--- src/rtl/bus_arbiter_8_pkg.sv ---
// Shared definitions for the 8-source round-robin result-bus arbiter.
// Latency: none (types and constants only).
// Backpressure: n/a.
package bus_arbiter_8_pkg;

  localparam int NUM_SRC = 8;
  localparam int SEL_W   = 3;

  typedef enum logic {
    IDLE  = 1'b0,
    GRANT = 1'b1
  } state_t;

  // One-hot decode of a source index.
  function automatic logic [NUM_SRC-1:0] sel_onehot(input logic [SEL_W-1:0] sel);
    logic [NUM_SRC-1:0] oh;
    oh      = '0;
    oh[sel] = 1'b1;
    return oh;
  endfunction

endpackage

--- src/rtl/bmux_8.sv ---
// 8:1 word mux selecting one of eight sources onto the result bus.
// Latency: combinational.
// Backpressure: none; pure select.
//
// Ports: A..H source words 0..7, s select, r selected word.
module bmux_8 #(
  parameter int WIDTH = 16
) (
  input  logic [WIDTH-1:0] A,
  input  logic [WIDTH-1:0] B,
  input  logic [WIDTH-1:0] C,
  input  logic [WIDTH-1:0] D,
  input  logic [WIDTH-1:0] E,
  input  logic [WIDTH-1:0] F,
  input  logic [WIDTH-1:0] G,
  input  logic [WIDTH-1:0] H,
  input  logic [2:0]       s,
  output logic [WIDTH-1:0] r
);

  always_comb begin
    case (s)
      3'd0:    r = A;
      3'd1:    r = B;
      3'd2:    r = C;
      3'd3:    r = D;
      3'd4:    r = E;
      3'd5:    r = F;
      3'd6:    r = G;
      default: r = H;
    endcase
  end

endmodule

--- src/rtl/bus_arbiter_8_rr_pick.sv ---
// Round-robin picker: first set request after 'last', wrapping 7->0.
// Latency: combinational.
// Backpressure: none; 'any' reports whether a pick exists.
//
// Ports: req request vector, last previous winner, any some request set,
//        pick chosen index (equals last when nothing is requested).
module rr_pick_8
  import bus_arbiter_8_pkg::*;
(
  input  logic [NUM_SRC-1:0] req,
  input  logic [SEL_W-1:0]   last,
  output logic               any,
  output logic [SEL_W-1:0]   pick
);

  logic [SEL_W-1:0] idx;

  // Walk the scan order backwards so the nearest candidate after 'last'
  // is the final one written. k=8 lands on 'last' itself.
  always_comb begin
    any  = |req;
    pick = last;
    idx  = '0;
    for (int k = NUM_SRC; k >= 1; k--) begin
      idx = last + SEL_W'(k);
      if (req[idx]) pick = idx;
    end
  end

endmodule

--- src/rtl/bus_arbiter_8.sv ---
// Round-robin arbiter sharing one result bus among 8 sources, with grant timeout.
// Latency: 1 cycle from req to out_valid when idle; back-to-back grants with no bubble.
// Backpressure: holds the grant while out_ready=0; aborts after TIMEOUT stalled cycles (0 = never).
//
// Ports: clk, reset (async, active-high); req[7:0]; A..H source words;
//        out_data/out_valid/out_ready result handshake; ack[7:0] transfer pulse;
//        grant_sel current mux select; timeout_err abort pulse.
module bus_arbiter_8
  import bus_arbiter_8_pkg::*;
#(
  parameter int WIDTH   = 16,
  parameter int TIMEOUT = 255
) (
  input  logic               clk,
  input  logic               reset,
  input  logic [NUM_SRC-1:0] req,
  input  logic [WIDTH-1:0]   A,
  input  logic [WIDTH-1:0]   B,
  input  logic [WIDTH-1:0]   C,
  input  logic [WIDTH-1:0]   D,
  input  logic [WIDTH-1:0]   E,
  input  logic [WIDTH-1:0]   F,
  input  logic [WIDTH-1:0]   G,
  input  logic [WIDTH-1:0]   H,
  output logic [WIDTH-1:0]   out_data,
  output logic               out_valid,
  input  logic               out_ready,
  output logic [NUM_SRC-1:0] ack,
  output logic [SEL_W-1:0]   grant_sel,
  output logic               timeout_err
);

  localparam logic [7:0] TO_LAST = 8'((TIMEOUT == 0) ? 0 : TIMEOUT - 1);
  localparam bit         TO_EN   = (TIMEOUT != 0);

  state_t             state, state_nxt;
  logic [SEL_W-1:0]   last, last_nxt;
  logic [SEL_W-1:0]   grant_sel_nxt;
  logic [7:0]         wait_cnt, wait_cnt_nxt;

  logic [NUM_SRC-1:0] sel_oh;
  logic               sel_req;
  logic [NUM_SRC-1:0] pick_req;
  logic [SEL_W-1:0]   pick_base;
  logic               pick_any;
  logic [SEL_W-1:0]   pick_idx;
  logic               xfer;
  logic               timeout_hit;

  assign sel_oh      = sel_onehot(grant_sel);
  assign sel_req     = req[grant_sel];
  assign timeout_hit = TO_EN && (wait_cnt == TO_LAST);

  // While granted, the next winner is scanned from the current grant with
  // the current grant masked out, so a transfer never re-picks itself.
  assign pick_req  = (state == GRANT) ? (req & ~sel_oh) : req;
  assign pick_base = (state == GRANT) ? grant_sel : last;

  rr_pick_8 u_pick (
    .req  (pick_req),
    .last (pick_base),
    .any  (pick_any),
    .pick (pick_idx)
  );

  bmux_8 #(.WIDTH(WIDTH)) u_mux (
    .A (A), .B (B), .C (C), .D (D),
    .E (E), .F (F), .G (G), .H (H),
    .s (grant_sel),
    .r (out_data)
  );

  // State register.
  always_ff @(posedge clk or posedge reset) begin
    if (reset) begin
      state     <= IDLE;
      last      <= SEL_W'(NUM_SRC - 1);
      grant_sel <= SEL_W'(NUM_SRC - 1);
      wait_cnt  <= '0;
    end else begin
      state     <= state_nxt;
      last      <= last_nxt;
      grant_sel <= grant_sel_nxt;
      wait_cnt  <= wait_cnt_nxt;
    end
  end

  // Next-state logic.
  always_comb begin
    state_nxt     = state;
    last_nxt      = last;
    grant_sel_nxt = grant_sel;
    wait_cnt_nxt  = wait_cnt;
    case (state)
      IDLE: begin
        if (pick_any) begin
          grant_sel_nxt = pick_idx;
          state_nxt     = GRANT;
          wait_cnt_nxt  = '0;
        end
      end
      GRANT: begin
        if (!sel_req) begin
          // Source withdrew its request: drop the grant without a transfer.
          last_nxt  = grant_sel;
          state_nxt = IDLE;
        end else if (xfer) begin
          last_nxt = grant_sel;
          if (pick_any) begin
            grant_sel_nxt = pick_idx;
            wait_cnt_nxt  = '0;
          end else begin
            state_nxt = IDLE;
          end
        end else begin
          wait_cnt_nxt = (wait_cnt == 8'hFF) ? wait_cnt : wait_cnt + 8'd1;
          if (timeout_hit) begin
            last_nxt  = grant_sel;
            state_nxt = IDLE;
          end
        end
      end
      default: state_nxt = IDLE;
    endcase
  end

  // Output decode. A transfer takes precedence over a timeout in the same
  // cycle because timeout_err requires out_ready=0.
  always_comb begin
    out_valid   = (state == GRANT) && sel_req;
    xfer        = out_valid && out_ready;
    ack         = xfer ? sel_oh : '0;
    timeout_err = out_valid && !out_ready && timeout_hit;
  end

endmodule
--- config.mk ---
export PLATFORM = sky130hd
export DESIGN_NAME = bus_arbiter_8
export DESIGN_NICKNAME = d
export VERILOG_FILES = /design/src/rtl/bus_arbiter_8_pkg.sv /design/src/rtl/bmux_8.sv /design/src/rtl/bus_arbiter_8_rr_pick.sv /design/src/rtl/bus_arbiter_8.sv
export SDC_FILE = /design/constraint.sdc
export NUM_CORES = 1
export LEC_CHECK = 0
export CORE_MARGIN = 2
export CORE_UTILIZATION = 43
export CTS_BUF_LIST = sky130_fd_sc_hd__clkbuf_8
export DETAILED_ROUTE_END_ITERATION = 6
export PLACE_DENSITY = 0.92
export SYNTH_ARGS = -nofsm -noshare
export SYNTH_HDL_FRONTEND = slang
export SYNTH_SLANG_ARGS = --single-unit
--- constraint.sdc ---
create_clock -name clk -period 6.8 [get_ports clk]
set_input_delay 2.04 -clock clk [delete_from_list [all_inputs] [get_ports clk]]
set_output_delay 2.04 -clock clk [all_outputs]
set_load 0.005 [all_outputs]
# ---- Word-level counts from Yosys, hierarchy flattened
# Index checks and enable logic that the tools add are counted.
dict set report classes {
  mux 46
  bitwise 3
  n_reduce_logical 11
  n_addsub 8
  magnitude_cmp 9
  n_eq_ne 12
}
# op n
set ops {}
lappend ops {{case mux 16 bit (7 select lines)} 1}
lappend ops {{2-to-1 mux 8 bit} 6}
lappend ops {{2-to-1 mux 3 bit} 14}
lappend ops {{less-than comparator 3 x 4 -> 1 bit (second input constant)} 8}
lappend ops {{binary-select mux 1 bit (select 3 bit)} 8}
lappend ops {{== test 8 bit (second input constant)} 2}
lappend ops {{case mux 8 bit (2 select lines)} 1}
lappend ops {{2-to-1 mux 1 bit} 13}
lappend ops {{adder 3 bit (second input constant)} 4}
lappend ops {{== test 3 bit (second input constant)} 3}
lappend ops {{adder 8 x 1 -> 8 bit (second input constant)} 1}
lappend ops {{AND 8 bit} 1}
lappend ops {{NOT 8 bit} 1}
lappend ops {{OR reduction 8 bit} 1}
lappend ops {{adder 3 x 2 -> 3 bit (second input constant)} 2}
lappend ops {{== test 3 x 2 -> 1 bit (second input constant)} 2}
lappend ops {{case mux 3 bit (2 select lines)} 1}
lappend ops {{AND reduction 2 bit} 3}
lappend ops {{logical AND 1 bit} 5}
lappend ops {{!= test 2 x 1 -> 1 bit (second input constant)} 2}
lappend ops {{adder 3 x 1 -> 3 bit (second input constant)} 1}
lappend ops {{demux 1 bit (select 3 bit)} 1}
lappend ops {{== test 3 x 1 -> 1 bit (second input constant)} 1}
lappend ops {{>= comparator 3 x 1 -> 1 bit (second input constant)} 1}
lappend ops {{6 further kinds} 6}
dict set report totals {
  output_inout_bits 29
  in_bits 139
  wordCells 93
  regBits 15
}

# ---- Longest topological paths before layout
# Gate-level depths: netlist of run 1.
dict set report logic_depth {
  depth_word 20
  mapped_depth 11
  ltp_nobuf 9
}

# ---- Cells and area by module
# From an unflattened synthesis of run 1, not the netlist that was laid out.
dict set report hier_totals {
  cells_unflattened 382
  area_unflattened_um2 3081.7
}
# mod area_each_um2 seq_area_each_um2 cells_per_inst n_inst
set modules_own_cells {}
lappend modules_own_cells {bus_arbiter_8 1151.1 382.9 127 1}
lappend modules_own_cells {bmux_8 1026.0 0.0 154 1}
lappend modules_own_cells {rr_pick_8 904.6 0.0 101 1}

# ---- Worst setup path before layout of run 1
# No wires, ideal clock.
dict set report synth_path {
  path_type {input to output}
  from {in req[1]}
  to {out ack[0]}
  path_slack_ns 1.446
  n_path_buf 1
  required_ns 4.760
  t_arrival_ns 3.314
  cell_stages 6
  cell_sequence {clkbuf_1 -> mux4_2 -> mux2i_1 -> nor2b_1 -> nand2_1 -> nor4_1}
}
dict set report synth_between {
  elab_chain_len 5
}
# item line
set synth_lines {}
lappend synth_lines {{from (decl)} bus_arbiter_8.sv:16} ;# input logic [NUM_SRC-1:0] req,
lappend synth_lines {{binary-select mux 1 bit (select 3 bit)} bus_arbiter_8.sv:51} ;# assign sel_req = req[grant_sel];
lappend synth_lines {{2-to-1 mux 1 bit (implied by the code)} bus_arbiter_8.sv:51}
lappend synth_lines {{logical AND 1 bit} bus_arbiter_8.sv:130} ;# out_valid = (state == GRANT) && sel_req;
lappend synth_lines {{named net out_valid} bus_arbiter_8.sv:26} ;# output logic out_valid,
lappend synth_lines {{logical AND 1 bit} bus_arbiter_8.sv:131} ;# xfer = out_valid && out_ready;
lappend synth_lines {{2-to-1 mux 8 bit} bus_arbiter_8.sv:132} ;# ack = xfer ? sel_oh : '0;
lappend synth_lines {{to (decl)} bus_arbiter_8.sv:28} ;# output logic [NUM_SRC-1:0] ack,
# The timed path passes the listed nets, and every way through them passes these cells. The select of a mux whose other input is x is not followed.

# ---- Final worst setup path of run 1
dict set report layout_path {
  from {in req[5]}
  to {out ack[0]}
}
dict set report layout_between {
  elab_chain_len 5
}
# item line
set layout_lines {}
lappend layout_lines {{binary-select mux 1 bit (select 3 bit)} bus_arbiter_8.sv:51}
lappend layout_lines {{2-to-1 mux 1 bit (implied by the code)} bus_arbiter_8.sv:51}
lappend layout_lines {{logical AND 1 bit} bus_arbiter_8.sv:130}
lappend layout_lines {{logical AND 1 bit} bus_arbiter_8.sv:131}
lappend layout_lines {{2-to-1 mux 8 bit} bus_arbiter_8.sv:132}
# No other way between the ends. The select of a mux whose other input is x is not followed.

==> reports/metrics.cfg, run 1 <==
[worst_hold_path]
min-delay-path-class = reg2reg
whs_path_depth = 2
worstHoldEndpoint = last[1]
hold_start = last[1]

[routing]
wire_per_inst_um = 20.6
drc_errors = 0
vias = 3635
drt-total-wl_mm = 12.0
drt_pass1_iterations = 5
viasPerCell = 6.25
drt_iter0_drc = 380
ant_nets = 0

[synthesis]
syn_nets = 493
ys.flop_type = dfrtp_1
syn_avg_cell_area_um2 = 8.28
yosys-top-cells-count = nor2_1 (36), nand2_1 (27), mux2i_1 (21), o21ai_0 (21)
yosys_warnings = 0
ys_ff_latch = 15
synthTopCellsByArea = mux4_2 (12%), dfrtp_1 (7.8%), mux2i_1 (7.3%), mux2_2 (6.2%), dfstp_2 (5.4%)
synth.most_common_cell = nor2_1
synthesis.instances = 350
synth_top_cell_by_area = mux4_2
synth-edff-count = 0
synthArstFlopShare = 1.00
synth_area_um2 = 2900
synth_top_area_share = 0.124
ys_types = 59
synth-seq-area-share = 0.132

[clocking]
cts.path.max_buffers = 2
cts_hold_buf = 0
root_buffer = clkbuf_8
cts_tree = yes
cts_sinks = 15
h-tree-depth = 1
post_cts_buffers = 0
cts.clk_slew.worst_paths_ns = 0.06
numCtsBuffers = 3
cts.repair.resized = 0
clk_latency_ns = 0.25

[die]
die_area_um2 = 7410
coreArea_um2 = 6420
die_h_um = 86.1
rows = 29
die_x_um = 86.1
start_util = 0.451
io-pin-count = 168

[setup_path]
r2r_cells = 10
crit_path_max_incr_delay_ns = 0.62
arrival_ns = 4.43
cpLargestDelayFamily = buffers and inverters
rrSetupSlack_ns = 2.64
critPathCaptureType = output pin
r2r_start = grant_sel[1]
worstPathMaxFanout = 8
r2r_end = grant_sel[0]
cp_slowest_cell = clkdlybuf4s50_1
cp_num_cells = 7
path_buf_inv = 2
path_cells = clkdlybuf4s50_1 > mux4_2 > mux2i_1 > nor2b_1 > nand2_1 > nor4_1 > clkdlybuf4s50_1
cp_data_required_time_ns = 4.76
critPathLaunchType = input port
cpMostUsedCell = clkdlybuf4s50_1
criticalPathCategory = in2out

[global_routing]
grt_use_total = 0.317
overflow = 0
grt_pass1_vias = 3479
grt_pass1_wl_mm = 18.5
antenna_found_initial = 0
grt_max_degree = 35

[pwr]
internal-power_uw = 1140
ir_drop_uv = 314
p_comb_frac = 0.852
power.leakage_uw = 0.00176
p_switching_uw = 1160
switching_share = 0.504
power.density_nw_per_um2 = 493
clkPwrFrac = 0.031
seq_power_share = 0.118

[timing]
slew_headroom = 0.503
finalCriticalPeriod_ns = 6.47
totalNegativeSetupSlack_ns = 0
rsz0062_at_grt = no
worst_slew_pin_slew_ns = 0.746
slew_violations = 0
min_period_over_period = 0.951
fmax_ghz = 0.155
hold_viol = 0
finalSetupViolCount = 0
clock_skew_ns = 0.00292

[cells_and_area]
fin_nets = 649
area_growth_pct = 60.9
drive_above_1_share = 0.123
stdcell_area_um2 = 4660
diodes = 0
fill_cells = 500

[place]
gp_congestion = 0.976
dpl.hpwl_mm = 9.60
io_buffers = 167
post_dp_cell_area_um2 = 4620

[run_status]
status = completed

[run]
maxCapViolations = 0

-- worst max path at each step --
stage | startpoint | end
2_1_floorplan | req[1] | ack[0]
3_3_place_gp | req[5] | ack[5]
3_5_place_dp | req[5] | ack[0]
4_1_cts | req[5] | ack[0]
5_1_grt | req[5] | ack[2]
6_report | req[5] | ack[0]
-- flip-flops by register name, summed over array words and instances, names as in the netlist --
register	flops
state	1
last	3
grant_sel	3
wait_cnt	8
-- power by group through the flow --
| stage | combinational (uW) | sequential, uW | clock [uW] |
|---|---|---|---|
| 2_1_floorplan | 1410 | 161 | 0 |
| 3_3_place_gp | 1900 | 267 | 0 |
| 3_5_place_dp | 1910 | 271 | 0 |
| 4_1_cts | 1930 | 269 | 71.0 |
| 5_1_grt | 2110 | 282 | 75.1 |
| 6_report | 1960 | 271 | 70.4 |
-- metal layers --
metal  part of all wire  wire length [um]  up-vias  GRT usage
met5                  0                 0        -          0
li1                   -                 -     1685          -
met3               0.10              1200       25     0.0674
met1               0.41              4870     1731      0.418
met4              0.022               262        0     0.0678
met2               0.47              5670      194      0.532
-- cells in the final DEF (no fill, tap or decap), drive strengths merged, types with 3 or more instances in the layout --
| cell type | instances |
|---|---|
| nand3 | 8 |
| and2 | 3 |
| clkdlybuf4s50 | 167 |
| a22oi | 7 |
| a21oi | 16 |
| nand2 | 27 |
| a221oi | 9 |
| o31ai | 5 |
| dfrtp | 9 |
| o22ai | 7 |
| nand4 | 3 |
| mux4 | 19 |
| a22o | 4 |
| nor2b | 7 |
| dfstp | 6 |
| and3 | 3 |
| o21ai | 28 |
| nand2b | 3 |
| inv | 15 |
| clkbuf | 3 |
| ha | 4 |
| mux2i | 25 |
| buf | 10 |
| o22a | 6 |
| a211oi | 4 |
| nor2 | 38 |
| nor3 | 12 |
| a31oi | 12 |
| mux2 | 16 |
-- tightest hold or removal path: cells and delay by family, from the launching register on --
| kind | cells | cell delay, ns |
|---|---|---|
| flip-flops | 1 | 0.39 |
| AO/OA/AOI/OAI | 1 | 0.07 |
| AND/OR/NAND/NOR | 1 | 0.05 |
-- logic make-up (layout without fill, tap and decap cells) --
kind of cell / count (synthesis) / count (layout) / share of synthesized area
xor+xnor: 4 / 4 / 0.0121
mux: 60 / 60 / 0.317
flops: 15 / 15 / 0.132
buf+inv: 40 / 195 / 0.0609
fa+ha+maj: 4 / 4 / 0.0173
compound gates: 116 / 116 / 0.279
simple gates: 111 / 111 / 0.181
-- final cells by class --
class	instances	area [um^2]	share of cell area
multi-input combinational	295	2340	0.501
clock inverter	1	3.75	0.000805
inverter	14	52.6	0.0113
tap	77	96.3	0.0207
sequential	15	383	0.0821
clock buffer	3	41.3	0.00886
timing repair buffer	177	1750	0.375
-- through the flow --
step                power [uW]  worst slack, ns   util  hold slack [ns]  cells
floorplan                 1570             1.45      -            0.481    350
global placement          2160            0.410  0.719            0.495    578
detailed placement        2180            0.414  0.719            0.501    578
CTS                       2270            0.379  0.726            0.509    582
global route              2470            0.183  0.726            0.548    582
finish                    2300            0.332  0.726            0.508    582
Note: power is estimated with default switching activity, not from simulation.
==> run 2: changes to the inputs <==
Settings changed: CORE_UTILIZATION 43 to 29, PLACE_DENSITY 0.92 to 0.66.
==> run 2 against run 1 <==
Total power fell by 1.8%. Clock power is essentially flat. First-iteration DRC count down 38%. Register-to-register slack improved by 0.30 ns. Clock skew barely moved. Largest power group unchanged. Count of clock-buffer cells in the layout unchanged.
==> reports/metrics.cfg, run 2 (synthesis gave the netlist of run 1 again) <==
[routing]
drc_errors = 0  ; unchanged
vias = 3596  ; was 3635
drt-total-wl_mm = 12.0  ; about the same
drt_pass1_iterations = 5  ; unchanged
ant_nets = 0  ; unchanged
wire_per_inst_um = 18.8  ; was 20.6 um
drt_iter0_drc = 235  ; was 380
viasPerCell = 5.61  ; was 6.25

[cells_and_area]
layout.area.seq_um2 = 383  ; unchanged
multi_input_area_um2 = 2340  ; unchanged
final_cell_mix = clkdlybuf4s50_1 (167), nor2_1 (36), nand2_1 (27)  ; unchanged
largest_reg_flops = 8  ; unchanged
stdcell_count = 641  ; was 582
layout_commonest_cell = clkdlybuf4s50_1  ; unchanged
diodes = 0  ; unchanged
drive_above_1_share = 0.128  ; was 0.123
fin_nets = 652  ; was 649
regMostFlops = wait_cnt  ; unchanged
fill_cells = 964  ; was 500
area_growth_pct = 64.1  ; was 60.9%
reg_top3 = wait_cnt: 8 flops, grant_sel: 3 flops, last: 3 flops  ; unchanged

[setup_path]
arrival_ns = 4.52  ; was 4.43 ns
r2r_start = state  ; was grant_sel[1]
r2r_end = grant_sel[2]  ; was grant_sel[0]
rrSetupSlack_ns = 2.94  ; was 2.64 ns
criticalPathCategory = in2out  ; unchanged
worstPathMaxFanout = 8  ; unchanged
critPathLaunch = req[7]  ; was req[5]
critPathCaptureType = output pin  ; unchanged
worstSetupEndpoint = ack[0]  ; unchanged
r2r_cells = 9  ; was 10
critPathLaunchType = input port  ; unchanged
cp_data_required_time_ns = 4.76  ; about the same

[global_routing]
grt_pass1_wl_mm = 19.0  ; was 18.5 mm
grt_pass1_vias = 3473  ; was 3479
overflow = 0  ; unchanged
antenna_found_initial = 0  ; unchanged
grt_use_total = 0.215  ; was 0.317
grt_max_degree = 36  ; was 35

[place]
io_buffers = 167  ; unchanged
dpl.hpwl_mm = 9.47  ; was 9.60 mm
gp_congestion = 0.901  ; was 0.976
placed_cells = 637  ; was 578
place_ws_ns = 0.242  ; was 0.414 ns

[die]
coreArea_um2 = 9730  ; was 6420 um^2
start_util = 0.298  ; was 0.451
die_h_um = 104  ; was 86.1 um
die_area_um2 = 10800  ; was 7410 um^2
rows = 36  ; was 29
die_x_um = 104  ; was 86.1 um
io-pin-count = 168  ; unchanged

[timing]
totalNegativeSetupSlack_ns = 0  ; unchanged
worst_slew_pin_slew_ns = 0.765  ; was 0.746 ns
fmax_ghz = 0.153  ; was 0.155 GHz
clock_skew_ns = 0.00255  ; was 0.00292 ns
slew_violations = 0  ; unchanged
setup_ws_ns = 0.243  ; was 0.332 ns
rsz0062_at_grt = no  ; unchanged
slew_headroom = 0.490  ; was 0.503
finalCriticalPeriod_ns = 6.56  ; was 6.47 ns
finalSetupViolCount = 0  ; unchanged
min_period_over_period = 0.964  ; was 0.951
hold_viol = 0  ; unchanged

[run]
maxCapViolations = 0  ; unchanged

[clocking]
numCtsBuffers = 3  ; unchanged
cts.path.max_buffers = 2  ; unchanged
root_buffer = clkbuf_8  ; unchanged
cts.clk_slew.worst_paths_ns = 0.06  ; about the same
cts_hold_buf = 0  ; unchanged
post_cts_buffers = 0  ; unchanged
clk_latency_ns = 0.24  ; was 0.25 ns
h-tree-depth = 1  ; unchanged
cts_tree = yes  ; unchanged
cts_sinks = 15  ; unchanged
cts.repair.resized = 0  ; unchanged

[worst_hold_path]
min-delay-path-class = reg2reg  ; unchanged

[pwr]
ir_drop_uv = 179  ; was 314 uV
power.density_nw_per_um2 = 475  ; was 493 nW/um^2
power.leakage_uw = 0.00178  ; was 0.00176 uW

[run_status]
status = completed  ; unchanged

## run 2: cell count changes in the layout (fill, tap and decap cells not counted)
| cell | before | now |
|---|---|---|
| buf_4 | 10 | 13 |
## run 2: where the power goes
part	total (uW)	internal, uW	switching (uW)
logic	1930	957	972
clock network	70.3	39.9	30.4
registers	259	138	121
## run 2: worst min-delay path by stage
stage               to  startpoint  depth (start not counted)  slack [ns]
5_1_grt        last[1]     last[1]                          2        0.56
3_5_place_dp   last[1]     last[1]                          2        0.50
6_report       last[1]     last[1]                          2        0.51
4_1_cts        last[1]     last[1]                          2        0.51
3_3_place_gp   last[1]     last[1]                          2        0.50
2_1_floorplan  last[1]     last[1]                          2        0.48
## run 2: per-stage QoR
step	hold WS, ns	instance area, um^2	util	total power, uW
after floorplan	0.481	2900	-	1570
after global placement	0.498	4710	0.484	2140
after detailed placement	0.504	4710	0.484	2160
after CTS	0.513	4750	0.489	2250
after global routing	0.557	4750	0.489	2440
final	0.510	4750	0.489	2260
## run 2: area by class of cell
class	count	area share
multi-input combinational	295	0.492
clock buffer	3	0.00869
sequential	15	0.0805
tap	133	0.0350
timing repair buffer	180	0.372
clock inverter	1	0.000790
inverter	14	0.0111
## run 2: per-layer routing
metal,global-route usage,vias up,wire (um)
li1,-,1684,-
met1,0.274,1714,5060
met2,0.378,184,5880
met3,0.0414,14,933
met4,0.0415,0,174
met5,0,-,0
## run 2: worst max-delay path, stage by stage
cell             delay (ns)
clkdlybuf4s50_1        0.42
mux4_2                 0.47
mux2i_1                0.51
nor2b_1                0.18
nand2_1                0.33
nor4_1                 0.08
clkdlybuf4s50_1        0.47
